<file path="src/rtl/alu_dsp48a1_core_if.sv">
// ALU-to-DSP bus bundle: clock enable, packed op bus in, packed result bus out.
// No handshake; ce stalls every stage of the slice at once.
interface alu_dsp48a1_core_if;
    logic        ce;
    logic [91:0] dsp_ins_flat;
    logic [83:0] dsp_outs_flat;

    modport master (output ce, output dsp_ins_flat, input dsp_outs_flat);
    modport slave  (input ce, input dsp_ins_flat, output dsp_outs_flat);
endinterface

</file>
<file path="src/rtl/alu_dsp48a1_core.sv">
// Behavioural DSP48A1 slice: pre-negate, 18x18 multiply, X/Z mux, post add/sub into P.
// Latency AREG+MREG+1 edges, one op per cycle.
// No backpressure; ce=0 freezes all stages, including P.
module alu_dsp48a1_core #(
    parameter int AREG = 1,
    parameter int MREG = 1
) (
    input  logic              clk,
    input  logic              reset,
    alu_dsp48a1_core_if.slave bus
);
    typedef struct packed {
        logic [7:0]          opmode;
        logic signed [17:0]  a;
        logic signed [17:0]  b;
        logic signed [47:0]  c;
    } dsp_in_t;

    typedef struct packed {
        logic [7:0]          opmode;
        logic signed [17:0]  a;
        logic signed [17:0]  b;
        logic signed [47:0]  c;
        logic signed [35:0]  m;
    } stage2_t;

    dsp_in_t            in_w;
    dsp_in_t            s1;
    stage2_t            s2;
    logic signed [17:0] b_pre;
    logic signed [35:0] m_comb;
    logic signed [35:0] m_out;
    logic [47:0]        x_mux;
    logic [47:0]        z_mux;
    logic [47:0]        cin;
    logic [47:0]        p_next;
    logic [47:0]        p;

    assign in_w = dsp_in_t'(bus.dsp_ins_flat);

    generate
        if (AREG != 0) begin : g_areg
            always_ff @(posedge clk or posedge reset) begin
                if (reset)       s1 <= '0;
                else if (bus.ce) s1 <= in_w;
            end
        end else begin : g_no_areg
            assign s1 = in_w;
        end
    endgenerate

    // No D port, so the pre-adder reduces to an optional negate of b.
    always_comb begin
        b_pre = s1.b;
        if (s1.opmode[6] && s1.opmode[4]) b_pre = -s1.b;
    end

    assign m_comb = s1.a * b_pre;

    generate
        if (MREG != 0) begin : g_mreg
            always_ff @(posedge clk or posedge reset) begin
                if (reset)       s2 <= '0;
                else if (bus.ce) s2 <= {s1.opmode, s1.a, s1.b, s1.c, m_comb};
            end
        end else begin : g_no_mreg
            assign s2 = {s1.opmode, s1.a, s1.b, s1.c, m_comb};
        end
    endgenerate

    // Reset blanks m even when it is a purely combinational view of the inputs.
    assign m_out = reset ? '0 : s2.m;

    always_comb begin
        x_mux = '0;
        case (s2.opmode[1:0])
            2'b01:   x_mux = {{12{s2.m[35]}}, s2.m};
            2'b10:   x_mux = p;
            2'b11:   x_mux = {12'h000, s2.a, s2.b};
            default: x_mux = '0;
        endcase
    end

    // Z=01 selects PCIN, which is unconnected here and reads as zero.
    always_comb begin
        z_mux = '0;
        case (s2.opmode[3:2])
            2'b10:   z_mux = p;
            2'b11:   z_mux = s2.c;
            default: z_mux = '0;
        endcase
    end

    assign cin    = {47'd0, s2.opmode[5]};
    assign p_next = s2.opmode[7] ? (z_mux - (x_mux + cin)) : (z_mux + x_mux + cin);

    always_ff @(posedge clk or posedge reset) begin
        if (reset)       p <= '0;
        else if (bus.ce) p <= p_next;
    end

    assign bus.dsp_outs_flat = {m_out, p};
endmodule

</file>
<file path="src/flat_wrapper.sv">
// flat-port wrapper written by rule: the top's interface ports become plain ports
module alu_dsp48a1_core_flat 
#(
    parameter int AREG = 1,
    parameter int MREG = 1
)
  (clk, reset, bus_ce, bus_dsp_ins_flat, bus_dsp_outs_flat);
  alu_dsp48a1_core_if bus_i ();
  input  logic clk;
  input  logic reset;
  input wire logic [$bits(bus_i.ce)-1:0] bus_ce;
  input wire logic [$bits(bus_i.dsp_ins_flat)-1:0] bus_dsp_ins_flat;
  output wire logic [$bits(bus_i.dsp_outs_flat)-1:0] bus_dsp_outs_flat;
  assign bus_i.ce = bus_ce;
  assign bus_i.dsp_ins_flat = bus_dsp_ins_flat;
  assign bus_dsp_outs_flat = bus_i.dsp_outs_flat;
  alu_dsp48a1_core #(.AREG(AREG), .MREG(MREG)) u_core (.clk(clk), .reset(reset), .bus(bus_i));
endmodule
</file>
<file path="config.mk">
export PLATFORM = sky130hd
export DESIGN_NAME = alu_dsp48a1_core_flat
export DESIGN_NICKNAME = d
export VERILOG_FILES = /design/src/rtl/alu_dsp48a1_core_if.sv /design/src/rtl/alu_dsp48a1_core.sv /design/src/flat_wrapper.sv
export SDC_FILE = /design/constraint.sdc
export NUM_CORES = 2
export LEC_CHECK = 0
export ABC_AREA = 1
export ABC_CLOCK_PERIOD_IN_PS = 12600
export CAP_MARGIN = 20
export CORE_MARGIN = 10
export CORE_UTILIZATION = 41
export CTS_BUF_LIST = sky130_fd_sc_hd__clkbuf_4 sky130_fd_sc_hd__clkbuf_8
export CTS_CLUSTER_SIZE = 20
export DETAILED_ROUTE_END_ITERATION = 6
export PLACE_DENSITY = 0.59
export SETUP_SLACK_MARGIN = 0.15
export SLEW_MARGIN = 20
export SYNTH_ARGS = -nofsm -noshare
export SYNTH_HDL_FRONTEND = slang
export SYNTH_SLANG_ARGS = --single-unit
</file>
<file path="constraint.sdc">
create_clock -name clk -period 12.6 [get_ports clk]
set_input_delay 1.89 -clock clk [delete_from_list [all_inputs] [get_ports clk]]
set_output_delay 1.89 -clock clk [all_outputs]
set_load 0.02 [all_outputs]
</file>
# Yosys cells after proc, flatten, opt, wreduce, memory -nomap -nowiden
# Cells that the tools add are included.
# op_classes
add_sub_neg	5
mul	1
eq_ne	5
mux	5
reduce_logical	1
# ops
operator	n
$pmux 48 s3	1
$add 48x1->48	2
$pmux 48 s2	1
$add 48x48->48	1
$mux 48	1
$sub 48x48->48	1
$mul 18x18->36	1
$mux 36	1
$mux 18	1
$neg 18->18	1
$eq 2x2->1 const B	4
$eq 2x1->1 const B	1
$logic_and 1x1->1	1
# totals
regBits	268
input_bits	95
output_inout_bits	84
word_cells	27

# Longest topological paths before layout
# logic_depth
ltp_word	5
mapped_depth	36
mapped_depth_nobuf	34

# Least setup slack after synthesis
# OpenSTA, ideal clock, no wires.
# synth_timing
path_type	register to register
startpoint	reg u_core.s1[48] (netlist bit)
endpoint	reg u_core.s2[26] (netlist bit)
setup_ns	0.133
t_arrival_ns	6.423
required_ns	12.467
slack_ns	6.044
path_stages_with_launch	31
path_buffers	2
synth_period_minus_slack_ns	6.556
cell_sequence	dfrtp_1 -> buf_6 -> clkinv_4 -> ha_1 -> inv_1 -> nor3_2 -> nand3_2 -> nor3_2 -> nor2_1 -> xor2_1 -> buf_2 -> nand2_1 -> fa_1 -> inv_1 -> fa_1 -> inv_1 -> fa_1 -> inv_1 -> fa_1 -> fa_1 -> inv_1 -> fa_1 -> inv_1 -> ha_1 -> a21oi_1 -> o21ai_0 -> a21oi_1 -> nand3_1 -> or2_2 -> nand3_1 -> o21ai_0
# synth_between
elab_chain_len	3
# synth_rtl
item	line	rtl
from (decl)	alu_dsp48a1_core.sv:28	dsp_in_t s1;
from (signal assigned)	alu_dsp48a1_core.sv:45	else if (bus.ce) s1 <= in_w;
$neg 18->18	alu_dsp48a1_core.sv:55	if (s1.opmode[6] && s1.opmode[4]) b_pre = -s1.b;
$mux 18 *	alu_dsp48a1_core.sv:55	
$mul 18x18->36 *	alu_dsp48a1_core.sv:58	assign m_comb = s1.a * b_pre;
to (signal assigned)	alu_dsp48a1_core.sv:64	else if (bus.ce) s2 <= {s1.opmode, s1.a, s1.b, s1.c, m_comb};
to (decl)	alu_dsp48a1_core.sv:29	stage2_t s2;
# Every way passes the cells marked *; elsewhere a longest branch is shown, timed or not.
# A chain may end at the register's enable or synchronous reset.

# Worst setup path after layout
# layout_timing
startpoint	reg u_core.s1[48] (netlist bit)
endpoint	reg u_core.s2[27] (netlist bit)
# Same word-level chain as after synthesis.

==> impl_summary.log <==
INFO  metric yosysSeqAreaShare = 0.200
INFO  metric finish.net_count = around 5600
INFO  metric wl = 129 mm
INFO  metric routedWlPerCell = about 21 um
INFO  metric floorplan.initialDensity = 0.413
INFO  metric critical_path.reg2reg.endpoint = u_core.s2[27]
INFO  metric htreeDepth = 2
INFO  metric worst-path-max-fanout = 19
INFO  metric design.die.area = 93000 um2
INFO  metric layout.filler_cells = ~8500
INFO  metric final_hold_viol_count = 0
INFO  metric drv.max_cap_violation_count = 0
INFO  metric place.port_buffers = approximately 180
INFO  metric cts_root_buf = sky130_fd_sc_hd__clkbuf_8
INFO  metric synth_seq_cells = between 200 and 300
INFO  metric worstSetupEndpointType = flip-flop
INFO  metric clockBufferDepth = 3
INFO  metric drt_first_pass_iters = 6
INFO  metric cts_inserted_buffers = 53
INFO  metric area_fraction_in_compound_gates_after_synthesis = 0.0916
INFO  metric most_used_cell_along_the_critical_path = sky130_fd_sc_hd__fa_1
INFO  metric slew_violations = 0
INFO  metric tritoncts = yes
INFO  metric reg2reg_depth = 26
INFO  metric synth_simple_gate_area_frac = 0.267
INFO  metric worst_slew_pin_slew = about 1.1 ns
INFO  metric post_synthesis_cell_area = ~33000 um2
INFO  metric path_class = reg -> reg
INFO  metric min_period = 8.39 ns
INFO  metric gr-usage-all-layers = 0.274
INFO  metric yosysWarnings = 0
INFO  metric totalNegativeSetupSlack = 0 ns
INFO  metric cp.arrival = a little under 9 ns
INFO  metric drt.antenna.violating_nets = 0
INFO  metric syn-mean-instance-area = between 6 and 7 um2
INFO  metric slew_headroom = 0.268
INFO  metric utilization = 0.463
INFO  metric grt_pass1_wl = roughly 200 mm
INFO  metric worst_r2r_startpoint = u_core.s1[48]
INFO  metric synth_nets = between 5000 and 6000
INFO  metric design.portCount = 179
INFO  metric fin_worst_skew = between 0.08 and 0.09 ns
INFO  metric antenna_found_initial = 3
INFO  metric grt_max_degree = 149
INFO  metric cts.reportedPaths.clkPinSlew = 0.06 ns
INFO  metric yosys.cell_types.count = about 50
INFO  metric highest_attainable_clock_frequency = about 120 MHz
INFO  metric vias_per_cell = between 5 and 6
INFO  metric die_w = around 300 um
INFO  metric area_growth_syn_to_layout = 12.0%
INFO  metric critical-path-slowest-cell = sky130_fd_sc_hd__xor2_2
INFO  metric gp_routability_congestion = 0.972
INFO  metric result_of_the_run = complete, no violations
INFO  metric cp.buffers_inverters = 4
INFO  metric detail_route.iter0.violations = between 2000 and 3000
INFO  metric via_count = 31594
INFO  metric fp-row-count = between 100 and 150
INFO  metric die-height = between 300 and 400 um
INFO  metric drive_gt1_frac = 0.0361
INFO  metric crit_start = u_core.s1[48]
INFO  metric cp_num_cells = 26
INFO  metric cp_top_family = adder cells
INFO  metric grt_total_ovfl = 0
INFO  metric setup_viol_count_final = 0
INFO  metric worst_skew_pair.late_latency = a little over 0.7 ns
INFO  metric cp.required = roughly 13 ns
INFO  metric timing.critical_path.to = u_core.s2[27]
INFO  metric post_synth_xor_area_fraction = 0.0132
INFO  metric resized_gates_after_cts = 0
INFO  metric cts_hold_buffers = 0
INFO  metric biggest_area_contributors_in_the_synthesized_netlist = sky130_fd_sc_hd__fa_1 20%, sky130_fd_sc_hd__dfrtp_1 20%, sky130_fd_sc_hd__nand2_1 17%, sky130_fd_sc_hd__inv_1 12%, sky130_fd_sc_hd__ha_1 8.6%
INFO  metric timing.critical_path.from_type = flip-flop
INFO  metric rsz_0062_raised_after_global_routing = no
INFO  metric postSynthCellCount = roughly 5000
INFO  metric synth_top_area_frac = 0.200
INFO  metric synth_top_cell_by_area = sky130_fd_sc_hd__fa_1
INFO  metric clock-sinks = ~270
INFO  metric post_synth_fa_ha_maj_area_fraction = 0.287
INFO  metric final.period_utilization = 0.666
INFO  metric drcViolationCount = 0
INFO  metric core = 80500 um2
INFO  metric slack_of_the_worst_reg_to_reg_path = roughly 4.2 ns
INFO  metric hold_path.class = reg -> reg
INFO  metric cp_slowest_stage_delay = around 0.87 ns
INFO  metric hpwlAfterDp = 105 mm
INFO  metric synth_top_family_by_area = adder cells
INFO  metric post_cts.repair.setup_buffers = 0
INFO  metric number_of_global_route_vias_before_repair = approximately 32000
INFO  metric synth.mux.area_fraction = 0
-- metal layers --
layer  vias up  GRT usage  routed length, um
met1     15349      0.358              55400
li1      14944          -                  -
met3       246     0.0329               8060
met2      1051      0.453              59700
met4         4      0.116               6040
met5         -          0                 23
-- flip-flops by register name (all words and copies together), names as in the netlist --
signal,flops
u_core.s1,92
u_core.s2,125
u_core.cin,1
u_core.p,48
-- final cells by class --
type                    instances  area, um2  share of cell area
diodes                          2       5.00            0.000134
clock buffers                  81       1010              0.0272
clock inverters                16        180             0.00483
inverters                    1100       4140               0.111
multi-input cells            3351      22000               0.589
flip-flops and latches        266       6660               0.179
well taps                    1060       1330              0.0356
repair buffers                205       2000              0.0536
-- synthesized netlist by cell type, drive strengths merged --
cell type	instances
nand4	51
a31oi	11
and2	2
a31o	4
o22ai	48
ha	230
nand3	215
xnor2	21
a22oi	1
a21boi	1
o221ai	34
a41oi	1
fa	333
a21oi	139
inv	1095
nand2	1505
a21o	11
o21a	5
o21ai	256
clkbuf	109
buf	31
and3	1
dfrtp	266
nand3b	10
clkinv	5
nor4	4
nor3	43
or2	7
xor2	23
nor2	366
o21bai	25
a211oi	1
o211ai	3
-- stage by stage --
step | setup slack (ns) | hold WS [ns] | std cells | area (um2)
after floorplan | 2.99 | 0.442 | 4857 | 33300
after global placement | 4.37 | 0.457 | 5982 | 36100
after detailed placement | 4.30 | 0.458 | 5982 | 36100
after CTS | 4.27 | 0.461 | 6079 | 37300
after global routing | 3.81 | 0.492 | 6080 | 37300
final | 4.21 | 0.446 | 6081 | 37300
-- worst min path at each step --
stage | startpoint | cells past startpoint | slack, ns | end
6_report | u_core.s1[5] | 2 | 0.45 | u_core.s2[41]
5_1_grt | u_core.s1[46] | 2 | 0.49 | u_core.s1[46]
4_1_cts | u_core.s1[5] | 2 | 0.46 | u_core.s2[41]
3_5_place_dp | u_core.s1[86] | 2 | 0.46 | u_core.s1[86]
3_3_place_gp | u_core.s1[14] | 2 | 0.46 | u_core.s1[14]
2_1_floorplan | u_core.s1[88] | 2 | 0.44 | u_core.s1[88]
-- cells in the final DEF (no fill, tap or decap), types with 26 or more instances in the layout --
| cell type | instances |
|---|---|
| sky130_fd_sc_hd__fa_1 | 333 |
| sky130_fd_sc_hd__nand4_1 | 51 |
| sky130_fd_sc_hd__clkdlybuf4s50_1 | 176 |
| sky130_fd_sc_hd__a21oi_1 | 139 |
| sky130_fd_sc_hd__buf_4 | 26 |
| sky130_fd_sc_hd__nand2_1 | 1496 |
| sky130_fd_sc_hd__o21ai_0 | 249 |
| sky130_fd_sc_hd__o221ai_1 | 34 |
| sky130_fd_sc_hd__inv_1 | 1089 |
| sky130_fd_sc_hd__ha_1 | 230 |
| sky130_fd_sc_hd__nor3_1 | 39 |
| sky130_fd_sc_hd__nand3_1 | 212 |
| sky130_fd_sc_hd__o22ai_1 | 48 |
| sky130_fd_sc_hd__dfrtp_1 | 265 |
| sky130_fd_sc_hd__clkbuf_8 | 65 |
| sky130_fd_sc_hd__nor2_1 | 353 |
-- kinds of logic (layout without fill, tap and decap cells) --
| kind of cell | count (synthesis) | count (layout) |
|---|---|---|
| xor+xnor | 44 | 44 |
| simple gates | 2204 | 2204 |
| fa+ha+maj | 563 | 563 |
| other cells | 0 | 2 |
| buf+inv | 1240 | 1402 |
| flops | 266 | 266 |
| compound gates | 540 | 540 |
-- tightest hold or removal path, delay by kind of cell (launching register included) --
kind             cells  cell delay, ns
flip-flops           1            0.36
AND/OR/NAND/NOR      1            0.06
AO/OA/AOI/OAI        1            0.06
Power is not shown: default switching activity piles up to over one toggle a cycle in this logic, so the estimate is an artifact.
